===== src/rtl/uart_pkg.sv =====
// Shared types and constants for the GPIO UART transmit path.
package uart_pkg;

  typedef enum logic [1:0] {IDLE, START, DATA, STOP} uart_state_t;

  localparam int UART_DATA_BITS = 8;
  localparam int BYTES_PER_WORD = 4;

endpackage


===== src/rtl/gpio_uart_tx_word_fifo.sv =====
// Circular word buffer with wrapping pointers and an explicit occupancy count.
// Push while full and pop while empty are ignored, so callers may drive them freely.
module word_fifo #(
  parameter int WIDTH = 32,
  parameter int DEPTH = 4
) (
  input  logic                       clk,
  input  logic                       rst_n,
  input  logic                       push,
  input  logic                       pop,
  input  logic [WIDTH-1:0]           din,
  output logic [WIDTH-1:0]           dout,
  output logic                       full,
  output logic                       empty,
  output logic [$clog2(DEPTH):0]     count
);

  localparam int PTR_W = $clog2(DEPTH);
  localparam int CNT_W = PTR_W + 1;

  logic [WIDTH-1:0] mem [DEPTH];
  logic [PTR_W-1:0] wr_ptr;
  logic [PTR_W-1:0] rd_ptr;
  logic [CNT_W-1:0] cnt_q;
  logic             push_ok;
  logic             pop_ok;

  assign full    = (cnt_q == CNT_W'(DEPTH));
  assign empty   = (cnt_q == '0);
  assign count   = cnt_q;
  assign dout    = mem[rd_ptr];
  assign push_ok = push && !full;
  assign pop_ok  = pop && !empty;

  // Pointer and occupancy bookkeeping; simultaneous push/pop leaves the count unchanged.
  always_ff @(posedge clk) begin
    if (!rst_n) begin
      wr_ptr <= '0;
      rd_ptr <= '0;
      cnt_q  <= '0;
    end else begin
      if (push_ok) wr_ptr <= wr_ptr + 1'b1;
      if (pop_ok)  rd_ptr <= rd_ptr + 1'b1;
      case ({push_ok, pop_ok})
        2'b10:   cnt_q <= cnt_q + 1'b1;
        2'b01:   cnt_q <= cnt_q - 1'b1;
        default: cnt_q <= cnt_q;
      endcase
    end
  end

  // Storage array; contents are only meaningful while counted, so it carries no reset.
  always_ff @(posedge clk) begin
    if (push_ok) mem[wr_ptr] <= din;
  end

endmodule


===== src/rtl/gpio_uart_tx.sv =====
// Streams 32-bit GPIO words off-chip as four 8N1 UART bytes, least-significant byte first.
// tx is registered from the current state, so the line lags the FSM by one clock.
module gpio_uart_tx
  import uart_pkg::*;
#(
  parameter int CLKS_PER_BIT = 434,
  parameter int FIFO_DEPTH   = 4
) (
  input  logic        clk,
  input  logic        rst_n,
  input  logic        wr_valid,
  input  logic [31:0] wr_data,
  output logic        wr_ready,
  output logic        tx,
  output logic        busy,
  output logic        overflow
);

  localparam int BAUD_W = $clog2(CLKS_PER_BIT);
  localparam int CNT_W  = $clog2(FIFO_DEPTH) + 1;

  uart_state_t       state_q, state_d;
  logic [BAUD_W-1:0] baud_q, baud_d;
  logic [2:0]        bit_q, bit_d;
  logic [1:0]        byte_q, byte_d;
  logic [31:0]       shift_q, shift_d;
  logic              tx_q, tx_d;
  logic              overflow_q;

  logic              fifo_pop;
  logic [31:0]       fifo_dout;
  logic              fifo_full;
  logic              fifo_empty;
  logic [CNT_W-1:0]  fifo_count;
  logic              baud_done;

  word_fifo #(
    .WIDTH (32),
    .DEPTH (FIFO_DEPTH)
  ) u_fifo (
    .clk   (clk),
    .rst_n (rst_n),
    .push  (wr_valid && wr_ready),
    .pop   (fifo_pop),
    .din   (wr_data),
    .dout  (fifo_dout),
    .full  (fifo_full),
    .empty (fifo_empty),
    .count (fifo_count)
  );

  assign wr_ready  = !fifo_full;
  assign baud_done = (baud_q == BAUD_W'(CLKS_PER_BIT - 1));
  assign tx        = tx_q;
  assign busy      = (state_q != IDLE) || (fifo_count != '0);
  assign overflow  = overflow_q;

  // Next-state, counter, shift-register and line-level decode.
  always_comb begin
    state_d  = state_q;
    baud_d   = baud_q + 1'b1;
    bit_d    = bit_q;
    byte_d   = byte_q;
    shift_d  = shift_q;
    tx_d     = 1'b1;
    fifo_pop = 1'b0;
    case (state_q)
      IDLE: begin
        baud_d = '0;
        if (!fifo_empty) begin
          fifo_pop = 1'b1;
          shift_d  = fifo_dout;
          byte_d   = '0;
          state_d  = START;
        end
      end
      START: begin
        tx_d = 1'b0;
        if (baud_done) begin
          baud_d  = '0;
          bit_d   = '0;
          state_d = DATA;
        end
      end
      DATA: begin
        tx_d = shift_q[bit_q];
        if (baud_done) begin
          baud_d = '0;
          if (bit_q == 3'(UART_DATA_BITS - 1)) state_d = STOP;
          else                                 bit_d   = bit_q + 3'd1;
        end
      end
      STOP: begin
        tx_d = 1'b1;
        if (baud_done) begin
          baud_d = '0;
          if (byte_q != 2'(BYTES_PER_WORD - 1)) begin
            byte_d  = byte_q + 2'd1;
            shift_d = shift_q >> UART_DATA_BITS;
            state_d = START;
          end else begin
            state_d = IDLE;
          end
        end
      end
      default: state_d = IDLE;
    endcase
  end

  // Control registers; reset forces IDLE and drives the line high on the same edge.
  always_ff @(posedge clk) begin
    if (!rst_n) begin
      state_q    <= IDLE;
      baud_q     <= '0;
      bit_q      <= '0;
      byte_q     <= '0;
      tx_q       <= 1'b1;
      overflow_q <= 1'b0;
    end else begin
      state_q <= state_d;
      baud_q  <= baud_d;
      bit_q   <= bit_d;
      byte_q  <= byte_d;
      tx_q    <= tx_d;
      if (wr_valid && !wr_ready) overflow_q <= 1'b1;
    end
  end

  // Word shift register is pure data and is always reloaded from the queue before use.
  always_ff @(posedge clk) begin
    shift_q <= shift_d;
  end

endmodule


===== config.mk =====
export PLATFORM = sky130hd
export DESIGN_NAME = gpio_uart_tx
export DESIGN_NICKNAME = d
export VERILOG_FILES = /design/src/rtl/uart_pkg.sv /design/src/rtl/gpio_uart_tx_word_fifo.sv /design/src/rtl/gpio_uart_tx.sv
export SDC_FILE = /design/constraint.sdc
export NUM_CORES = 1
export LEC_CHECK = 0
export BUFFER_PORTS_ARGS = -buffer_cell sky130_fd_sc_hd__buf_2
export CAP_MARGIN = 20
export CORE_MARGIN = 2
export CORE_UTILIZATION = 54
export CTS_CLUSTER_SIZE = 10
export DETAILED_ROUTE_END_ITERATION = 10
export PLACE_DENSITY = 0.83
export SETUP_SLACK_MARGIN = 0.05
export SLEW_MARGIN = 40
export SYNTH_ARGS = -nofsm -noshare
export SYNTH_HDL_FRONTEND = slang
export SYNTH_SLANG_ARGS = --single-unit
export TNS_END_PERCENT = 5

===== constraint.sdc =====
create_clock -name clk -period 2.5 [get_ports clk]
set_clock_uncertainty 0.05 [all_clocks]
set_input_delay 0.125 -clock clk [delete_from_list [all_inputs] [get_ports clk]]
set_output_delay 0.125 -clock clk [all_outputs]
set_load 0.05 [all_outputs]

== After elaboration in Yosys (flattened, before gate mapping) ==
Memories as Yosys holds them, arrays and structs flattened. A register that Yosys moved wholly into a read port is not among the register bits.
Cells that the tools add are included.
Widths: inputs -> output; s select.

* Add/sub/neg operators: 7
* Magnitude comparators: 1
* Mux-type cells: 31
* Equal/unequal tests: 16
* Reductions and logical operators: 18

{| class="wikitable"
|+ Operator list
! kind !! number
|-
| $mux 32 || 3
|-
| $pmux 32 s2 || 1
|-
| $mux 2 || 10
|-
| $pmux 9 s2 || 1
|-
| $ne 2x2->1 const B || 8
|-
| $pmux 3 s2 || 2
|-
| $add 9x1->9 const B || 1
|-
| $eq 9x9->1 const B || 1
|-
| $mux 3 || 3
|-
| $mux 9 || 1
|-
| $pmux 2 s4 || 1
|-
| $reduce_and 4->1 || 2
|-
| $reduce_bool 2->1 || 4
|-
| $add 2x1->2 const B || 3
|-
| $add 3x1->3 const B || 2
|-
| $eq 2x2->1 const B || 3
|-
| $eq 3x3->1 const B || 2
|-
| $lt 3x6->1 const B || 1
|-
| $mux 1 || 6
|-
| $reduce_and 5->1 || 1
|-
| $eq 2x1->1 const B || 2
|-
| $logic_and 1x1->1 || 4
|-
| $pmux 2 s2 || 1
|-
| $bmux 1 s3 || 1
|-
| 8 further kinds || 9
|}

* Memory bits (writable): 128
* Output and inout port bits: 4
* Logic and storage cells: 84
* Memories kept: 1
* Bits in registers: 57

{| class="wikitable"
|+ Memories
! name !! depth !! bits a word !! rd ports !! clocked after Yosys merged registers in !! write ports !! RTL line !! source
|-
| u_fifo.mem || 4 || 32 || 1 || 1 || 1 || gpio_uart_tx_word_fifo.sv:21 || <nowiki>logic [WIDTH-1:0] mem [DEPTH];</nowiki>
|}

== Logic depth before layout (Yosys ltp) ==
* Word-level depth: 6
* Mapped depth: 7
* Depth with buffers taken out: 7

== Cells and area by module ==
Synthesis repeated with hierarchy kept, for this count alone.

* Cells, all modules: 401
* Area, all modules: 7480.9 um^2

{| class="wikitable"
|+ Modules (own cells, without submodules)
! module !! seq. area each (um^2) !! times used !! area each (um^2) !! cells each
|-
| word_fifo || 4023.9 || 1 || 5144.9 || 221
|-
| gpio_uart_tx || 1321.3 || 1 || 2336.0 || 180
|}

== Worst setup path before layout ==
No wires, ideal clock.

* Path type: register to register
* Start: register baud_q[2]
* End: register shift_q[0], enable pin
* Stages on the path, launching flop included: 4
* Arrival: 2.293 ns
* Period minus slack after synthesis: 2.747 ns
* Setup time: 0.404 ns
* Buffers on the path: 0
* Path slack: -0.247 ns
* Cell sequence: dfxtp_1 -> or4b_4 -> or3b_1 -> a21oi_2

* Word-level cells in the longest chain between the ends: 3

{| class="wikitable"
|+ Ends and longest elaborated chain
! item !! RTL line !! source
|-
| start: declaration || gpio_uart_tx.sv:23 || <nowiki>logic [BAUD_W-1:0] baud_q, baud_d;</nowiki>
|-
| start signal: assignment || gpio_uart_tx.sv:121 || <nowiki>baud_q <= baud_d;</nowiki>
|-
| $eq 9x9->1 || gpio_uart_tx.sv:53 || <nowiki>assign baud_done = (baud_q == BAUD_W'(CLKS_PER_BIT - 1));</nowiki>
|-
| $ne 2x2->1 (no source line) || -- ||
|-
| $reduce_and 4->1 (no source line) || -- ||
|-
| end signal: assignment || gpio_uart_tx.sv:131 || <nowiki>shift_q <= shift_d;</nowiki>
|-
| end: declaration || gpio_uart_tx.sv:26 || <nowiki>logic [31:0] shift_q, shift_d;</nowiki>
|}

Every way passes these cells.
A chain may end at the register's enable or synchronous reset.

== Worst setup path after layout ==
* Start: register state_q[1]
* End: output port busy

* Word-level cells in the longest chain between the ends: 2

{| class="wikitable"
|+ Ends and longest elaborated chain
! item !! RTL line !! source
|-
| start: declaration || gpio_uart_tx.sv:22 || <nowiki>uart_state_t state_q, state_d;</nowiki>
|-
| start signal: assignment || gpio_uart_tx.sv:120 || <nowiki>state_q <= state_d;</nowiki>
|-
| $reduce_bool 2->1 || gpio_uart_tx.sv:55 || <nowiki>assign busy = (state_q != IDLE) || (fifo_count != '0);</nowiki>
|-
| $logic_or 1x1->1 || gpio_uart_tx.sv:55 ||
|-
| end: declaration || gpio_uart_tx.sv:15 || <nowiki>output logic busy,</nowiki>
|}

Every way passes these cells.

==> results by group <==
Status
  • Status: completed

Critical path
  • Crit-path cells: inv_1 -> ha_1 -> nor4b_2 -> inv_1 -> buf_2
  • Largest stage delay, worst path: about 0.53 ns
  • Kind of critical path: reg2out
  • Worst R2R Setup Slack: roughly 0.32 ns
  • Max stage delay cell, worst path: nor4b_2
  • Crit. End Element: output pin
  • CP max FO: 6
  • CP startpoint kind: register
  • Most frequent CP cell: inv_1
  • Critical Path AT: 2.03 ns
  • Critical Path RT: 2.33 ns
  • Top delay family on crit path: simple AND/OR/NAND/NOR gates
  • WP buf/inv: 3

Pwr
  • Peak VDD IR: 793 uV
  • Int Power: between 6 and 7 mW
  • Flop pwr share: between 40% and 50%
  • Leak: between 2 and 3 nW
  • PwrDens: 1070 nW/um^2
  • Net Sw Frac: 28.0%
  • Combinational share of power: a little under a quarter
  • PnR Total Power: just over 9 mW
  • Part of the power in the clock network: between 20 and 30%
  • NetSw: ~2.6 mW

Die
  • Rows: 42
  • Initial Utilization: a little under three fifths
  • Core ar.: 13,300 sq um
  • Overall die width: around 120 microns
  • Die Area: ~15,000 sq um
  • Die Ht: around 120 microns
  • # IOs: 39

STA
  • RSZ-0062 raised after global routing: false
  • Normalized max-slew margin: 59.5%
  • Fin worst setup slack: 0.298 ns
  • Final setup viols: 0
  • Fin crit period: roughly 2.2 ns
  • Final hold vios: 0
  • Tcrit/Tclk final: 88.1%
  • Peak Freq: between 400 and 500 MHz
  • Hold slack: ~0.067 ns
  • Slew @ Worst Pin: approximately 0.6 ns
  • Setup_tns: 0 ns
  • Max-slew violation count: 0

GRT
  • Largest net degree at the start of global routing: 36
  • Antenna violations before repair: 0
  • Vias in the first global route: just over 4k
  • First-pass GRT wire length: 21,100 microns
  • GRT Total Usage: between 10% and 20%
  • Gr ovfl total: 0

Worst hold path
  • Worst min path class: in2reg

Yosys
  • Largest cells by area after synthesis: edfxtp_1 65%, mux4_2 10%, dfxtp_1 7.3%, mux2_2 3.7%, ha_1 2.4%
  • Syn nets: ~440
  • Post-synth top area cell: edfxtp_1
  • Count leader, synth: edfxtp_1
  • Synth cell count leaders: 160 x edfxtp_1, 34 x mux4_2, 27 x dfxtp_1
  • Synth Warn #: 0
  • Synthesized flop and latch total: ~190
  • Netlist cell types: 44
  • Mapped Area: ~7400 sq um
  • Post-synth EDFFs: 160
  • Async set-reset flop share out of synthesis: 0%
  • Synth top area share: about two thirds
  • Mapped Avg Cell Area: roughly 19 sq um
  • Ys flop type: edfxtp_1
  • Register area share after synthesis: between 70 and 80%
  • Cells after Synth: between 300 and 400

Job
  • Max-capacitance violation count: 0

Final layout
  • Antenna cells: 0
  • Finished Cell Area: just under 9000 sq um
  • Layout cells sized above 1: between 20% and 30%
  • Area delta synth->final: 18.4%
  • Final nets: 526

Detailed routing
  • Via count: about 3.6k
  • Remaining DRCs: 0
  • WL/cell: just under 20 microns
  • DR vias/cell: 5.47
  • Pre-antenna DRT Iters: 4
  • Iter 0 DRT Violations: approximately 230
  • Routed Antenna Nets: 0
  • WL final: 12,900 microns

CTS
  • Clock Latency Late Sink: about 0.43 ns
  • Level count of the clock H-tree: 4
  • Root Driver: clkbuf_16
  • CTS sink count: between 150 and 200
  • CTS tree: built
  • Post-CTS sizing: 0
  • Max Root-Sink Buffers: 2
  • CTS buffer count: 17
  • CTS clk-pin slew, worst paths: ~0.070 ns

Placement
  • Placed inst area: 7800 sq um
  • Port Buffers: 38
  • Placement Setup Slack: 0.354 ns
  • Post-detail-place hpwl: between 6000 and 7000 microns
  • Placer Congestion: between 0.7 and 0.8
## tightest hold or removal path: stages
cell and delay (ns):
buf_2 0.13, inv_1 0.05, nor2_1 0.10, o21a_1 0.11
## per-layer routing
metal | routed length (microns) | GRT usage, %
met3 | 491 | 5.75
met5 | 0 | 0
met2 | 6720 | 33.4
met1 | 5410 | 23.8
met4 | 239 | 7.41
## worst paths after layout
path,end,from,cells past startpoint
max,busy,state_q[1],5
min reg2reg,overflow,overflow,1
max reg2reg,shift_q[5],baud_q[2],4
min,overflow,wr_valid,4
## repair_timing
item,in CTS,in global routing
buffers inserted,0,0
hold buffers,33,0
endpoints found under the hold margin,131,0
endpoints found under the setup margin,0,0
## cells by family (layout without fill, tap and decap cells)
logic type / count (synthesis) / count (layout) / share of synthesized area (%)
muxes: 65 / 65 / 15.0
and+or+nand+nor: 73 / 73 / 5.50
adders and majority gates: 15 / 15 / 2.65
buffers and inverters: 24 / 121 / 1.51
DFF: 187 / 187 / 72.5
xor gates and xnor gates: 10 / 10 / 1.19
AOI/OAI and AO/OA: 18 / 18 / 1.60
## cell usage in the layout (no fill, tap or decap), types with 3 or more instances in the layout
cell type,synthesis,final
a21oi_1,6,6
xnor2_1,7,7
edfxtp_1,160,160
nand3_1,6,6
mux4_2,34,34
or3b_1,3,3
dfxtp_1,27,26
nor2_1,20,20
and3_1,5,5
dlygate4sd3_1,0,33
nor2b_1,9,9
inv_1,9,9
nor3_1,4,4
inv_8,0,3
xor2_1,3,3
clkbuf_16,0,17
mux2_2,24,24
buf_2,3,38
buf_4,0,7
nand2_1,8,8
ha_1,14,14
o21ai_0,3,3
nand2b_1,6,6
mux2i_1,7,7
inv_6,0,4
## power by group through the flow
stage,clock network [mW],registers (mW),logic (mW)
3_3_place_gp,0,4.47,2.12
5_1_grt,2.82,4.52,2.41
6_report,2.66,4.46,2.22
3_5_place_dp,0,4.51,2.18
4_1_cts,2.69,4.46,2.24
2_1_floorplan,0,4.45,1.60
## metrics by stage
| step | util, % | instances |
|---|---|---|
| 3_5_place_dp | 58.7 | 600 |
| 5_1_grt | 65.6 | 665 |
| 3_3_place_gp | 58.7 | 600 |
| 2_1_floorplan | - | 392 |
| 4_1_cts | 65.6 | 665 |
| 6_report | 65.6 | 665 |
## flip-flops by register name, indices dropped and copies added (netlist names), named ones only
signal and count:
baud_q 9, bit_q 3, byte_q 2, overflow 1
shift_q 32, state_q 2, tx 1, u_fifo.count 3
u_fifo.mem 128, u_fifo.rd_ptr 2, u_fifo.wr_ptr 2
## area by class of cell
cell class / instances / area [sq um]
flip-flops and latches: 187 / 5350
fillers: 823 / 4570
multi-input cells: 181 / 1920
repair buffers: 80 / 613
clock buffers: 18 / 429
well taps: 176 / 220
clock inverters: 14 / 159
inverters: 9 / 33.8
(Power assumes the default switching activity.)
